`src/rtl/jk_pkg.sv`:
```
// rtl/jk_pkg.sv - JK command encoding and next-state to {J,K} mapping
package jk_pkg;

    // {J,K} command applied to one JK cell
    typedef enum logic [1:0] {
        JK_HOLD = 2'b00,
        JK_RST  = 2'b01,
        JK_SET  = 2'b10,
        JK_TGL  = 2'b11
    } jk_cmd_e;

    // Only drives the bit toward its next value, so J=K=1 is never produced
    // and an unchanged bit always gets HOLD.
    function automatic logic [1:0] jk_of(input logic cur, input logic nxt);
        return {~cur & nxt, cur & ~nxt};
    endfunction

endpackage

```
`src/rtl/jk_cell.sv`:
```
// rtl/jk_cell.sv - rising-edge JK flip-flop with asynchronous active-high clear
// clk: clock; CLR: async clear (Q=0); J/K: command; Q: state; QBAR: ~Q
module jk_cell
    import jk_pkg::*;
(
    input  logic clk,
    input  logic CLR,
    input  logic J,
    input  logic K,
    output logic Q,
    output logic QBAR
);

    logic q_q;
    logic q_d;

    always_comb begin
        q_d = q_q;
        case (jk_cmd_e'({J, K}))
            JK_HOLD: q_d = q_q;
            JK_RST:  q_d = 1'b0;
            JK_SET:  q_d = 1'b1;
            JK_TGL:  q_d = ~q_q;
            default: q_d = q_q;
        endcase
    end

    always_ff @(posedge clk or posedge CLR) begin
        if (CLR) begin
            q_q <= 1'b0;
        end else begin
            q_q <= q_d;
        end
    end

    assign Q    = q_q;
    assign QBAR = ~q_q;

endmodule

```
`src/rtl/jk_sync_updown_counter.sv`:
```
// rtl/jk_sync_updown_counter.sv - modulo-MODULUS up/down counter built from JK cells
// clk: clock; CLR: async clear; en: count enable; up: 1=inc 0=dec; ld/d: sync load
// q/qbar: count and complement; tc: comb terminal count; co: registered wrap pulse;
// ovr: sticky illegal-load flag
module jk_sync_updown_counter
    import jk_pkg::*;
#(
    parameter int WIDTH   = 4,
    parameter int MODULUS = 10
) (
    input  logic             clk,
    input  logic             CLR,
    input  logic             en,
    input  logic             up,
    input  logic             ld,
    input  logic [WIDTH-1:0] d,
    output logic [WIDTH-1:0] q,
    output logic [WIDTH-1:0] qbar,
    output logic             tc,
    output logic             co,
    output logic             ovr
);

    if (WIDTH < 2 || MODULUS < 2 || MODULUS > (2 ** WIDTH)) begin : g_bad_params
        $error("jk_sync_updown_counter: illegal WIDTH/MODULUS");
    end

    // One extra bit so MODULUS == 2**WIDTH still compares correctly
    localparam logic [WIDTH:0]   MOD_X = (WIDTH + 1)'(MODULUS);
    localparam logic [WIDTH-1:0] Q_MAX = WIDTH'(MODULUS - 1);

    logic [WIDTH-1:0] nxt_d;
    logic [WIDTH-1:0] cell_j;
    logic [WIDTH-1:0] cell_k;
    logic             co_q, co_d;
    logic             ovr_q, ovr_d;
    logic             q_in_range;

    assign q_in_range = ({1'b0, q} < MOD_X);
    assign tc         = en & ~ld & (up ? (q == Q_MAX) : (q == '0));

    always_comb begin
        nxt_d = q;
        ovr_d = ovr_q;
        co_d  = 1'b0;
        if (ld) begin
            if ({1'b0, d} < MOD_X) begin
                nxt_d = d;
                ovr_d = 1'b0;
            end else begin
                nxt_d = '0;
                ovr_d = 1'b1;
            end
        end else if (en) begin
            if (!q_in_range) begin
                // Recovery from a corrupted state, not a wrap
                nxt_d = '0;
            end else if (up) begin
                nxt_d = (q == Q_MAX) ? '0 : q + WIDTH'(1);
                co_d  = (q == Q_MAX);
            end else begin
                nxt_d = (q == '0) ? Q_MAX : q - WIDTH'(1);
                co_d  = (q == '0);
            end
        end
    end

    for (genvar i = 0; i < WIDTH; i++) begin : g_cell
        assign {cell_j[i], cell_k[i]} = jk_of(q[i], nxt_d[i]);

        jk_cell u_cell (
            .clk  (clk),
            .CLR  (CLR),
            .J    (cell_j[i]),
            .K    (cell_k[i]),
            .Q    (q[i]),
            .QBAR (qbar[i])
        );
    end

    always_ff @(posedge clk or posedge CLR) begin
        if (CLR) begin
            co_q  <= 1'b0;
            ovr_q <= 1'b0;
        end else begin
            co_q  <= co_d;
            ovr_q <= ovr_d;
        end
    end

    assign co  = co_q;
    assign ovr = ovr_q;

endmodule

```
`config.mk`:
```
export PLATFORM = sky130hd
export DESIGN_NAME = jk_sync_updown_counter
export DESIGN_NICKNAME = d
export VERILOG_FILES = /design/src/rtl/jk_pkg.sv /design/src/rtl/jk_cell.sv /design/src/rtl/jk_sync_updown_counter.sv
export SDC_FILE = /design/constraint.sdc
export NUM_CORES = 1
export LEC_CHECK = 0
export ABC_AREA = 0
export CAP_MARGIN = 20
export CORE_MARGIN = 2
export CORE_UTILIZATION = 30
export DETAILED_ROUTE_END_ITERATION = 12
export SYNTH_ARGS = -nofsm -noshare
export SYNTH_HDL_FRONTEND = slang
export SYNTH_SLANG_ARGS = --single-unit
```
`constraint.sdc`:
```
create_clock -name clk -period 2.6 [get_ports clk]
set_clock_uncertainty 0.2 [all_clocks]
set_input_delay 0.78 -clock clk [delete_from_list [all_inputs] [get_ports clk]]
set_output_delay 0.78 -clock clk [all_outputs]
set_load 0.005 [all_outputs]
```
==> results.sh, run 1 <==
export IMPL_syn_inst=84
export IMPL_port_buffers=19
export IMPL_io_pins=20
export IMPL_firstDrtPassIters=4
export IMPL_clk_pin_slew_worst_paths_ns=0.04
export IMPL_yosys_warnings=0
export IMPL_routed_via_density=5.02
export IMPL_drt_drc_violations_left=0
export IMPL_grt_pass1_vias=705
export IMPL_num_nets_final=134
export IMPL_r2r_start="g_cell[0].u_cell.Q"
export IMPL_grt_overflow_total=0
export IMPL_yosys_register_bits=6
export IMPL_drtIter0Drc=16
export IMPL_worstReg2RegEnd="g_cell[2].u_cell.Q"
export IMPL_crit_family="buffers and inverters"
export IMPL_drv_slew=0
export IMPL_tightest_slew_ns=0.276
export IMPL_antenna_found_initial=0
export IMPL_status="completed"
export IMPL_fin_crit_sh_pct=97.1
export IMPL_cp_max_fo=2
export IMPL_postCtsHoldBufs=0
export IMPL_finalCriticalPeriod_ns=2.52
export IMPL_hold_path_class="reg -> reg"
export IMPL_cpPeakStageDelay_ns=0.48
export IMPL_rrSetupSlack_ns=0.12
export IMPL_n_antenna_cell=0
export IMPL_start_kind="input port"
export IMPL_numCtsBuffers=3
export IMPL_reg2reg_depth=9
export IMPL_htree_levels=1
export IMPL_wl_um=1770
export IMPL_crit_slowest_cell="clkdlybuf4s50_1"
export IMPL_grt_max_degree=13
export IMPL_die_h_um=53.3
export IMPL_layout_drive_gt1_share_pct=32.5
export IMPL_ant_nets=0
export IMPL_whs_endpoint="ovr"
export IMPL_ys_types=36
export IMPL_design_area_um2=1040
export IMPL_gp_congestion=0.839
export IMPL_grt_usage_pct=14.5
export IMPL_avgSynthCellArea_um2=8.68
export IMPL_crit_buf_inv=3
export IMPL_dieWidth_um=53.3
export IMPL_finalHoldViolations=0
export IMPL_critPathRequiredTime_ns=1.62
export IMPL_relSlewSlack_pct=81.4
export IMPL_cts_path_max_buffers=2
export IMPL_clock_sinks=6
export IMPL_ir_worst_vdd_mv=0.369
export IMPL_core_area_um2=2250
export IMPL_placementRows=17
export IMPL_crit_chain="clkdlybuf4s50_1, inv_1, nor2_2, buf_2"
export IMPL_synth_area_um2=729
export IMPL_fillers=231
export IMPL_num_vias=713
export IMPL_initial_core_util_pct=32.4
export IMPL_p_leak_nw=0.474
export IMPL_area_growth_pct=42.9
export IMPL_synth_nets=102
export IMPL_wl_per_cell_um=12.5
export IMPL_max_freq_mhz=396
export IMPL_cts_tree="done"
export IMPL_endpoint_kind="output pin"
export IMPL_critPathArrivalTime_ns=1.54
export IMPL_grt_pass1_wl_um=3020
export IMPL_power_uw=892
export IMPL_maxCapViolCount=0
export IMPL_placedInstanceArea_um2=1010
export IMPL_setup_viol=0
export IMPL_die_area_um2=2840
export IMPL_clock_latency_ns=0.24
export IMPL_critical_path_class="in -> out"
export IMPL_whs_path_depth=2
export IMPL_place_hpwl_um=1400
export IMPL_hp_start="ovr"
export IMPL_synth_seq_area_share_pct=20.6
export IMPL_p_per_area_nw_per_um2=856
export IMPL_cts_root_buf="clkbuf_4"
sequential cells by signal, indices dropped and copies added, names as in the netlist:
name	flops
ovr	1
g_cell.u_cell.Q	4
co	1
logic make-up after synthesis:
| group | Yosys count | share of synthesized area [%] |
|---|---|---|
| AND/OR/NAND/NOR | 24 | 18.9 |
| buffers and inverters | 20 | 16.3 |
| AO/OA/AOI/OAI | 19 | 18.2 |
| adder cells (fa/ha/maj) | 9 | 15.4 |
| multiplexers | 6 | 10.6 |
| flip-flops | 6 | 20.6 |
worst min-delay path, delay by kind of cell, from the launching register on:
kind	cells	cell delay [ns]
mux	1	0.05
flops	1	0.37
buf+inv	1	0.05
layer usage:
metal  GRT usage, %  part of all wire, %  up-vias
li1               -                    -      356
met1           19.4                   49      344
met2           22.0                   48       13
met3           2.26                  3.1        0
met4           7.69                    0        0
met5              0                    0        -
power breakdown:
group          switching, mW  internal [mW]  total (mW)  leakage (nW)
sequential            0.0202          0.123       0.143        0.0781
combinational          0.294          0.371       0.665         0.383
clock                 0.0320         0.0521      0.0841        0.0138
final cells by class:
cell class                 instances  area (µm²)  area share (%)
multi-input combinational         58         468            44.9
tap                               28        35.0            3.36
clock buffer                       3        22.5            2.16
timing repair buffer              39         337            32.3
inverter                           8        30.0            2.88
sequential                         6         150            14.4
repair_timing:
action                     CTS  global route
setup endpoints to repair    5             3
gates cloned                 0             0
setup buffers                0             1
pin swaps                    2             5
resized for setup            6             3
how the worst max path moves through the flow:
stage,startpoint,end,slack [ns],cells after the start
3_3_place_gp,up,tc,-0.55,6
2_1_floorplan,g_cell[1].u_cell.Q,g_cell[2].u_cell.Q,0.13,8
3_5_place_dp,up,tc,-0.53,6
5_1_grt,up,tc,-0.02,6
6_report,en,tc,0.08,4
4_1_cts,up,g_cell[3].u_cell.Q,0.04,8
per-stage QoR:
step	utilization, %	hold WS (ns)	setup slack [ns]	cells	setup TNS, ns
finish	46.2	0.328	0.0751	142	0
detailed placement	44.7	0.319	-0.527	138	-2.07
global route	46.2	0.360	-0.0219	142	-0.0308
floorplan	-	0.314	0.130	84	0
global placement	44.7	0.310	-0.555	138	-2.07
CTS	45.4	0.333	0.0408	141	0
cells in the mapped netlist, drive strengths merged:
cell type   n  share of area, %
nand3       3               2.1
o21ai       7               4.8
nor2b       2               1.7
ha          9                15
nand2       5               3.6
o2111ai     1               1.2
a211o       1               1.2
a211oi      1               1.0
a21oi       2               1.9
nor3        3               2.1
and4        1               1.4
or3         1              0.86
o211ai      1               1.0
a22oi       2               2.1
mux2        4               6.2
nand2b      2               2.1
nor4b       1               1.2
a311o       1               1.4
nand3b      1               1.0
nand4       1              0.86
buf        12                12
a31oi       1              0.86
nor2        4               2.1
o31ai       2               2.7
mux2i       1               1.4
inv         8               4.1
dfrtp       6                21
mux4        1               3.1
cell usage in the layout (no fill, tap or decap), types with 4 or more instances in the layout:
master,netlist,routed
ha_1,9,9
clkdlybuf4s50_1,0,16
inv_1,7,7
nand2_1,4,4
o21ai_1,4,4
dfrtp_1,6,6
mux2_2,4,4
buf_4,9,19
Note: power is estimated with default switching activity, not from simulation.
==> run 2: changes to the inputs <==
--- a/config.mk
+++ b/config.mk
@@ -13,3 +13,4 @@
 export SYNTH_ARGS = -nofsm -noshare
 export SYNTH_HDL_FRONTEND = slang
 export SYNTH_SLANG_ARGS = --single-unit
+export TNS_END_PERCENT = 50
==> results of run 2 <==
Same layout as run 1: the final DEF is identical, and so are final timing and power.
